$ cat src/rtl/armleo_burst_arbiter.sv
// Round-robin arbiter that locks one requester onto a shared
// valid/ready stream until its last beat completes.
module armleo_burst_arbiter #(
  parameter  int NUM_MASTERS = 4,
  parameter  int DATA_WIDTH  = 32,
  localparam int IDX_W =
    (NUM_MASTERS > 1) ? $clog2(NUM_MASTERS) : 1
) (
  input  logic                             clk,
  input  logic                             rst_n,
  input  logic [NUM_MASTERS-1:0]           m_valid,
  output logic [NUM_MASTERS-1:0]           m_ready,
  input  logic [NUM_MASTERS*DATA_WIDTH-1:0] m_data,
  input  logic [NUM_MASTERS-1:0]           m_last,
  output logic                             s_valid,
  input  logic                             s_ready,
  output logic [DATA_WIDTH-1:0]            s_data,
  output logic                             s_last,
  output logic [IDX_W-1:0]                 s_id,
  output logic [NUM_MASTERS-1:0]           grant,
  output logic                             busy
);

  typedef enum logic {IDLE, LOCKED} state_e;

  state_e           state_q, state_d;
  logic [IDX_W-1:0] owner_q, owner_d;
  logic [IDX_W-1:0] prio_q, prio_d;

  logic [2*NUM_MASTERS-1:0] dbl;
  logic [NUM_MASTERS-1:0]   rot;
  logic                     win_vld;
  logic [IDX_W-1:0]         win_idx;
  logic [IDX_W-1:0]         nxt_prio;
  logic                     locked;
  logic [DATA_WIDTH-1:0]    slice [NUM_MASTERS];

  // Reset gates the outputs so no beat is acked in the reset cycle.
  assign locked   = (state_q == LOCKED) && rst_n;
  assign nxt_prio = IDX_W'((int'(owner_q) + 1) % NUM_MASTERS);

  always_comb begin
    dbl     = {m_valid, m_valid};
    rot     = NUM_MASTERS'(dbl >> prio_q);
    win_vld = 1'b0;
    win_idx = '0;
    for (int i = NUM_MASTERS - 1; i >= 0; i--) begin
      if (rot[i]) begin
        win_vld = 1'b1;
        win_idx = IDX_W'((int'(prio_q) + i) % NUM_MASTERS);
      end
    end
  end

  always_comb begin
    for (int k = 0; k < NUM_MASTERS; k++) begin
      slice[k] = m_data[k*DATA_WIDTH +: DATA_WIDTH];
    end
  end

  always_ff @(posedge clk) begin
    if (!rst_n) begin
      state_q <= IDLE;
      owner_q <= '0;
      prio_q  <= '0;
    end else begin
      state_q <= state_d;
      owner_q <= owner_d;
      prio_q  <= prio_d;
    end
  end

  always_comb begin
    state_d = state_q;
    owner_d = owner_q;
    prio_d  = prio_q;
    unique case (state_q)
      IDLE: begin
        if (win_vld) begin
          owner_d = win_idx;
          state_d = LOCKED;
        end
      end
      LOCKED: begin
        if (s_valid && s_ready && s_last) begin
          state_d = IDLE;
          prio_d  = nxt_prio;
        end
      end
    endcase
  end

  always_comb begin
    grant   = '0;
    m_ready = '0;
    busy    = 1'b0;
    s_id    = '0;
    s_valid = 1'b0;
    s_data  = '0;
    s_last  = 1'b0;
    if (locked) begin
      grant[owner_q]   = 1'b1;
      busy             = 1'b1;
      s_id             = owner_q;
      s_valid          = m_valid[owner_q];
      m_ready[owner_q] = s_ready;
      if (s_valid) begin
        s_data = slice[owner_q];
        s_last = m_last[owner_q];
      end
    end
  end

endmodule

$ cat config.mk
export PLATFORM = sky130hd
export DESIGN_NAME = armleo_burst_arbiter
export DESIGN_NICKNAME = d
export VERILOG_FILES = /design/src/rtl/armleo_burst_arbiter.sv
export SDC_FILE = /design/constraint.sdc
export NUM_CORES = 1
export LEC_CHECK = 0
export CORE_UTILIZATION = 24
export CTS_CLUSTER_DIAMETER = 200
export DETAILED_ROUTE_END_ITERATION = 6
export PLACE_DENSITY = 0.9
export SKIP_LAST_GASP = 1
export SLEW_MARGIN = 20
export SYNTH_ARGS = -nofsm -noshare
export SYNTH_HDL_FRONTEND = slang
export SYNTH_SLANG_ARGS = --single-unit
$ cat constraint.sdc
create_clock -name clk -period 1.7 [get_ports clk]
set_input_delay 0.34 -clock clk [delete_from_list [all_inputs] [get_ports clk]]
set_output_delay 0.34 -clock clk [all_outputs]
set_load 0.02 [all_outputs]
; After elaboration in Yosys (flattened, before gate mapping)
; Cells that the tools add are included.
[totals]
regBits = 5
word_cells = 49
input_bits = 139
[classes]
n_bitwise = 3
n_lt_le_gt_ge = 3
shift = 1
n_addsub = 4
reduce_logical = 6
n_mux = 29
[op_table]
columns = cell, n
row1 = 32-bit 2-to-1 mux, 4
row2 = 32-bit binary-select mux with 2-bit select, 1
row3 = 1-bit 2-to-1 mux, 13
row4 = 2-bit 2-to-1 mux, 5
row5 = 4-bit 2-to-1 mux, 2
row6 = 8-bit by 2-bit right shift with 4-bit output, 1
row7 = 2-bit by 1-bit adder with 2-bit output (second input constant), 2
row8 = 2-bit adder (second input constant), 2
row9 = 4-bit bitwise AND, 1
row10 = 1-bit binary-select mux with 2-bit select, 2
row11 = 1-bit logical AND, 4
row12 = 2-bit AND reduction, 2
row13 = 3-bit >= comparator (second input constant), 1
row14 = 2-bit by 3-bit < comparator with 1-bit output (second input constant), 1
row15 = 2-bit NOT with 3-bit output, 1
row16 = 1-bit demux with 2-bit select, 1
row17 = 2-bit by 1-bit >= comparator with 1-bit output (second input constant), 1
row18 = 1-bit case mux with 2 select lines, 1
row19 = 1-bit NOT, 1

; Logic depth before layout (Yosys ltp)
; Gate-level depths: netlist of run 1.
[depth]
ltp_word = 7
mapped_depth = 6
depth_no_buf = 4

; Least setup slack after synthesis of run 1
; No wires, ideal clock.
[synth_path]
path_kind = register -> output
startpoint = register owner_q[0]
endpoint = output port s_data[12]
required_ns = 1.360
arrival_time_ns = 1.532
path_stages_with_launch = 5
slack_ns = -0.172
path_cell_list = dfxtp_1 > buf_6 > buf_4 > mux4_2 > and3_1
[synth_via]
elab_chain_cells = 6
elab_cells_between_ends = 8
[synth_lines]
columns = item, line_no
row1 = from (decl), 27  ; logic [IDX_W-1:0] owner_q, owner_d;
row2 = from (signal assigned), 68  ; owner_q <= owner_d;
row3 = 2-bit NOT with 3-bit output (not written as such), 108  ; s_data = slice[owner_q];
row4 = 32-bit binary-select mux with 2-bit select, 108
row5 = 32-bit 2-to-1 mux (not written as such) (2 in a row), 108
row6 = 32-bit 2-to-1 mux (*), 107  ; if (s_valid) begin
row7 = 32-bit 2-to-1 mux (*), 101  ; if (locked) begin
row8 = to (decl), 17  ; output logic [DATA_WIDTH-1:0] s_data,
; Mark *: on every way between the ends. The rest lies on a longest branch, timed or not. The select of a mux whose other input is x is not followed.

; Worst setup path after layout of run 1
[layout_path]
startpoint = register owner_q[1]
endpoint = output port s_data[3]
; Same word-level chain as after synthesis.

==> metrics.md, run 1 <==
| Metric | Value |
|---|---|
| Status | complete, but fails checks |
| Failing checks | setup timing |
| Global Route Usage Sum | 0.2509 |
| Net Sw Power | 0.0004220 W |
| Number of remaining DRC errors | 0 |
| Total power | 0.001444 W |
| Start point of the critical path | owner_q[1]$_SDFFE_PN0P_ |
| Post-route cell area | 4140 um^2 |
| WP data required | 1.36 ns |
| Reg clk slew, reported paths | 0.04 ns |
| Leak | 1.663 nW |
| First-pass GRT wire length | roughly 12 mm |
| Multi-input gate area | approximately 1500 um^2 |
| Ys Warns | 0 |
| Register Area | around 110 um^2 |
| Nets | just under 500 |
| Root buffer cell | clkbuf_8 |
| CTS buffer count | 3 |
| Via count | 2,112 |
| Die Y-Extent | 80.24 um |
| Avg Inst Size Synth | 10.80 um^2 |
| CTS H-tree lvls | 1 |
| Starting density of the core | 0.2481 |
| FF+latch count, synth | 5 |
| Ports | 184 |
| Power per standard cell area | 348.8 nW/um^2 |
| Clock latency on the worst-skew pair | 0.22 ns |
| Crit-path slowest cell | mux4_2 |
| Register area share after synthesis | 0.06814 |
| CP arrival | roughly 1.8 ns |
| GPL Wtd Cong | 0.7508 |
| IR drop worst, VDD | 0.0003398 V |
| FF-to-FF path depth | 8 |
| Minimum clock period | 2.152 ns |
| Power share of the sequential group | 0.091 |
| Final WL | a little over 8 mm |
| 1st-iter DRT viols | 46 |
| Flop-to-flop setup slack | -0.18 ns |
| Sw frac | 0.2922 |
| Most used cell, CP | buf_6 |
| Combinational group share of total power | 0.757 |
| Final setup violation count | 41 |
| Layout cells sized above 1 | 0.4728 |
| Worst-Margin Slew | 0.2884 ns |
| Initial antenna violation count | 0 |
| Max-cap viol count | 0 |
| Die width | around 80 um |
| DR WL/cell | ~19 um |
| CTS tree | yes |
| Hold crit path type | flop to flop |
| Fmax | between 400 and 500 MHz |
| Clock sink count | 5 |
| Filler instances | between 400 and 500 |
| Buf/Inv on CP | 4 |
| Synth area leaders | mux4_2 (52%), and3_1 (18%), dfxtp_1 (6.8%) |
| Slew Limit Fails | 0 |
| Slew HR | 0.8052 |
| Crit end category | output pin |
| Crit-path max FO | 6 |
| Syn Inst Count | between 100 and 150 |
| Largest net degree at the start of global routing | 20 |
| Post-route setup TNS | -13.90 ns |
| WS Path Type | flop to output pin |
| First-pass detailed-route iteration total | 4 |
| Internal power | 0.001022 W |
| FP Rows | 28 |
| Clock power share | 0.152 |
| Crit-path cells | mux4_2, buf_8, buf_16, buf_6, and3_4, buf_6 |
| Post-DRT Antenna Nets | 0 |
| Area leader, netlist | mux4_2 |
| Clock skew after layout | between 0.002 and 0.0025 ns |
| Fin. Hold Viols | 0 |
| Levels on crit path | 6 |
| Pre-CTS WS | -0.8524 ns |
| CP Launch Type | flop |
| Fin crit share | 1.266 |
| Synth-to-Final Area Change | 181.9% |
| Drt via density | 4.981 |
| Port buffer count | roughly 180 |
| Mapped cell area | 1469 um^2 |
| Post-cts hold buffer count | 0 |
| Antenna Cells | 0 |
| Core Region | 5921 um^2 |
| Max Buffers Root-to-Sink | 2 |
| Synth Net Count | approximately 280 |
| Top cell type's share of synthesized area | 0.5213 |
| Dpl hpwl | 5.919 mm |
| R2R Path End | prio_q[0]$_SDFFE_PN0P_ |
| Unique masters post-synth | 25 |
| Worst path max stage delay | between 0.5 and 0.6 ns |
| RSZ-0062 raised after global routing | yes |
| Reg-to-reg startpoint | owner_q[1]$_SDFFE_PN0P_ |
| CP endpoint | s_data[3] |
| Number of global-route vias before repair | 2,366 |
| Worst Slack Setup Final | -0.4525 ns |
| CP delay by family, top | multiplexers |
| Gr ovfl total | 0 |
| Placed cell areas | 3636 um^2 |
| Die ar. | around 6400 um^2 |
## metrics by stage
stage,instances,util,hold slack (ns)
2_1_floorplan,136,-,0.4408
3_3_place_gp,395,0.6141,0.4697
3_5_place_dp,395,0.6141,0.4910
4_1_cts,425,0.6913,0.4916
5_1_grt,424,0.6993,0.5078
6_report,424,0.6993,0.4821
## synth_stat cells
| cell type | n |
|---|---|
| and3_1 | 43 |
| mux4_2 | 34 |
| clkbuf_1 | 11 |
| dfxtp_1 | 5 |
| inv_1 | 5 |
| nand2_1 | 5 |
| ha_1 | 4 |
| a21oi_1 | 3 |
| buf_4 | 3 |
| mux2i_1 | 3 |
| nor2_1 | 3 |
| and2_1 | 2 |
| buf_6 | 2 |
| o21ai_0 | 2 |
| a21boi_0 | 1 |
| a31oi_1 | 1 |
| and2_4 | 1 |
| buf_2 | 1 |
| nand2b_1 | 1 |
| nand3_2 | 1 |
| nor4_1 | 1 |
| o21a_1 | 1 |
| o221ai_1 | 1 |
| o41ai_1 | 1 |
| or2_2 | 1 |
## cell usage in the layout (no fill, tap or decap), types with 3 or more instances in the layout
cell,count
dlygate4sd2_1,10
mux2i_1,3
mux4_2,34
buf_16,4
a21oi_1,3
dfxtp_1,3
nand2_1,4
buf_12,5
nor2_1,3
and3_4,35
buf_6,49
inv_1,3
clkbuf_8,3
buf_4,20
clkdlybuf4s50_1,134
and3_1,8
## timing repair
action                                 CTS  global route
pin swaps                                2             8
gates cloned                             6             0
endpoints found under the hold margin    0             0
buffers inserted                        20             2
gates resized for setup                248            34
setup endpoints to repair               48            46
## power groups by stage
| stage | sequential (W) | clock, W | combinational [W] |
|---|---|---|---|
| 2_1_floorplan | 0.000133 | 0 | 0.000410 |
| 3_3_place_gp | 0.000134 | 0 | 0.000863 |
| 3_5_place_dp | 0.000134 | 0 | 0.000884 |
| 4_1_cts | 0.000133 | 0.000226 | 0.00109 |
| 5_1_grt | 0.000133 | 0.000239 | 0.00116 |
| 6_report | 0.000132 | 0.000219 | 0.00109 |
## how the worst min path moves through the flow
stage / slack, ns / endpoint / cells after the start / start
global placement: 0.47 / prio_q[0]$_SDFFE_PN0P_ / 2 / prio_q[0]$_SDFFE_PN0P_
finish: 0.48 / prio_q[0]$_SDFFE_PN0P_ / 2 / prio_q[0]$_SDFFE_PN0P_
CTS: 0.49 / prio_q[0]$_SDFFE_PN0P_ / 2 / prio_q[0]$_SDFFE_PN0P_
detailed placement: 0.49 / prio_q[0]$_SDFFE_PN0P_ / 2 / prio_q[0]$_SDFFE_PN0P_
floorplan: 0.44 / state_q$_SDFF_PN0_ / 1 / s_ready
global route: 0.51 / prio_q[0]$_SDFFE_PN0P_ / 2 / prio_q[0]$_SDFFE_PN0P_
## state kept, by name (all words and copies together), names as in the netlist
register	flops
prio_q	2
owner_q	2
state_q	1
## final cells by class
type,instances,area share
Inverter,5,0.005742
Timing Repair Buffer,226,0.5817
Clock buffer,4,0.01088
Multi-Input combinational cell,109,0.3530
Tap cell,75,0.02267
Sequential cell,5,0.02599
## tightest hold or removal path: cells and delay by family (launching register included)
family        cells  cell delay [ns]
simple gates      1             0.06
flops             1             0.31
mux               1             0.06
## cell families after synthesis
| family | after synthesis | share of synthesized area |
|---|---|---|
| compound gates | 10 | 0.04345 |
| fa+ha+maj | 4 | 0.03407 |
| buf+inv | 22 | 0.07495 |
| flops | 5 | 0.06815 |
| mux | 37 | 0.5417 |
| simple gates | 58 | 0.2377 |
## metal layers
metal	global-route usage	share of wire	wire (um)	up-vias
met5	0	0	0	-
met4	0.09821	0.024	196	0
met3	0.06250	0.085	682	20
met2	0.4940	0.54	4366	109
met1	0.2471	0.35	2824	1000
li1	-	-	-	983
(Power assumes the default switching activity.)
==> run 2: changes to the inputs <==
--- a/config.mk
+++ b/config.mk
@@ -5,6 +5,7 @@
 export SDC_FILE = /design/constraint.sdc
 export NUM_CORES = 1
 export LEC_CHECK = 0
+export CORE_ASPECT_RATIO = 1.1
 export CORE_UTILIZATION = 24
 export CTS_CLUSTER_DIAMETER = 200
 export DETAILED_ROUTE_END_ITERATION = 6
==> metrics.md, run 2 (synthesis results as in run 1) <==
| Metric | Value |
|---|---|
| Status | complete, but fails checks |
| Failing checks | setup timing |
| CP delay by family, top | multiplexers |
| CTS tree | yes |
| Layout cells sized above 1 | 0.4826 |
| Drt via density | 5.107 |
| Buf/Inv on CP | 3 |
| CTS buffer count | 3 |
| Internal power | 0.001029 W |
| Fin crit share | 1.205 |
| Number of remaining DRC errors | 0 |
| Net Sw Power | 0.0004104 W |
| Most used cell, CP | buf_12 |
| RSZ-0062 raised after global routing | yes |
| Final WL | 7.708 mm |
| Filler instances | 433 |
| Ports | approximately 180 |
| Power share of the sequential group | 0.091 |
| Root buffer cell | clkbuf_8 |
| Global Route Usage Sum | 0.2383 |
| Cells on Worst Hold Path | 2 |
| Clock power share | 0.149 |
| Fmax | 488.0 MHz |
| Most frequent cells in the layout | clkdlybuf4s50_1 (133), buf_6 (41), and3_4 (37) |
| Die Y-Extent | between 80 and 90 um |
| Slew HR | 0.7238 |
| Die ar. | approximately 6400 um^2 |
| Largest net degree at the start of global routing | 21 |
| 1st-iter DRT viols | 64 |
| Minimum clock period | roughly 2.0 ns |
| Largest registers | owner_q: 2 flops, prio_q: 2 flops, state_q: 1 flops |
| First-pass detailed-route iteration total | 4 |
| WS Path Type | flop to output pin |
| Pre-CTS WS | -0.8512 ns |
| Gr ovfl total | 0 |
| DR WL/cell | 18.31 um |
| Port buffer count | 183 |
| FF-to-FF path depth | 7 |
| WP data required | 1.36 ns |
| Core Region | a little under 6000 um^2 |
| Clock sink count | 5 |
| Combinational group share of total power | 0.760 |
| IR drop worst, VDD | 0.0005549 V |
| CP arrival | 1.71 ns |
| Sw frac | 0.2851 |
| Nets | 488 |
| Hold crit path type | flop to flop |
| Max-cap viol count | 0 |
| Crit end category | output pin |
| CP Launch Type | flop |
| Synth-to-Final Area Change | 185.7% |
| Commonest non-fill, non-tap cell in the layout | clkdlybuf4s50_1 |
| WHS | 0.4985 ns |
| Starting density of the core | 0.2514 |
| Reg clk slew, reported paths | 0.04 ns |
| Die width | 76.59 um |
| CTS H-tree lvls | 1 |
| Register Area | 107.6 um^2 |
| Number of global-route vias before repair | 2,358 |
| Power per standard cell area | between 300 and 400 nW/um^2 |
| Final setup violation count | 38 |
| First-pass GRT wire length | 11.90 mm |
| Levels on crit path | 5 |
| Post-cts hold buffer count | 0 |
| Slew Limit Fails | 0 |
| Max Buffers Root-to-Sink | 2 |
| Initial antenna violation count | 0 |
| Clock latency on the worst-skew pair | 0.22 ns |
| Crit-path cells | mux4_2, buf_12, buf_12, and3_4, buf_6 |
| Worst-Margin Slew | 0.4106 ns |
| GPL Wtd Cong | 0.8687 |
| Clock skew after layout | approximately 0.0035 ns |
| Leak | 1.666 nW |
| Fin. Hold Viols | 0 |
| Via count | 2,150 |
| Post-DRT Antenna Nets | 0 |
| Worst Slack Setup Final | -0.3491 ns |
| Crit-path max FO | 5 |
| Worst path max stage delay | 0.56 ns |
| Multi-input gate area | 1491 um^2 |
| Antenna Cells | 0 |
| Crit-path slowest cell | mux4_2 |
| Dpl hpwl | 5.729 mm |
| FP Rows | 29 |
[run 2: power by group through the flow]
stage                     clock, W  sequential (W)  combinational [W]
after floorplan                  0        0.000133           0.000410
after global placement           0        0.000136           0.000861
after detailed placement         0        0.000136           0.000881
after CTS                 0.000218        0.000131            0.00109
after global routing      0.000231        0.000132            0.00116
final                     0.000214        0.000131            0.00109
[run 2: repair_timing]
item | CTS | global route
endpoints found under the hold margin | 0 | 0
gates resized for setup | 273 | 28
pin swaps | 3 | 14
setup buffers | 13 | 1
endpoints found under the setup margin | 47 | 43
cloned | 6 | 1
[run 2: tightest hold or removal path: stages (launching register included)]
cell and delay [ns]:
dfxtp_1 0.32, nand2_1 0.07, mux2i_1 0.06
[run 2: stage by stage]
stage / std cells / setup TNS, ns / total power, W / util / instance area [um^2]
5_1_grt: 421 / -12.62 / 0.001521 / 0.7184 / 4197
2_1_floorplan: 136 / -0.8640 / 0.0005424 / - / 1674
6_report: 421 / -10.51 / 0.001439 / 0.7184 / 4197
3_5_place_dp: 399 / -34.89 / 0.001017 / 0.6254 / 3654
4_1_cts: 422 / -13.50 / 0.001434 / 0.7038 / 4111
3_3_place_gp: 399 / -33.46 / 0.0009974 / 0.6254 / 3654
[run 2: metal layers]
layer	vias to the layer above	GRT usage	wire [um]
met3	10	0.04262	484
met1	1042	0.2498	2666
li1	983	-	-
met5	-	0	0
met2	115	0.4889	4487
met4	0	0.03671	70
[run 2: layout make-up]
type,count,share of cell area
Timing Repair Buffer,221,0.5796
Multi-Input combinational cell,109,0.3554
Sequential cell,5,0.02564
Tap cell,77,0.02296
Clock buffer,4,0.01073
Inverter,5,0.005665
[run 2: path summary, 6_finish.rpt]
kind | from | slack [ns] | end
min reg2reg | prio_q[0]$_SDFFE_PN0P_ | 0.50 | prio_q[0]$_SDFFE_PN0P_
min | prio_q[0]$_SDFFE_PN0P_ | 0.50 | prio_q[0]$_SDFFE_PN0P_
max | owner_q[1]$_SDFFE_PN0P_ | -0.35 | s_data[14]
max reg2reg | owner_q[1]$_SDFFE_PN0P_ | -0.08 | prio_q[0]$_SDFFE_PN0P_
==> run 3: changes to the inputs <==
--- a/config.mk
+++ b/config.mk
@@ -5,6 +5,7 @@
 export SDC_FILE = /design/constraint.sdc
 export NUM_CORES = 1
 export LEC_CHECK = 0
+export CAP_MARGIN = 20
 export CORE_ASPECT_RATIO = 1.1
 export CORE_UTILIZATION = 24
 export CTS_CLUSTER_DIAMETER = 200
==> results of run 3 <==
Same layout as run 2: the final DEF is identical, and so are final timing and power.
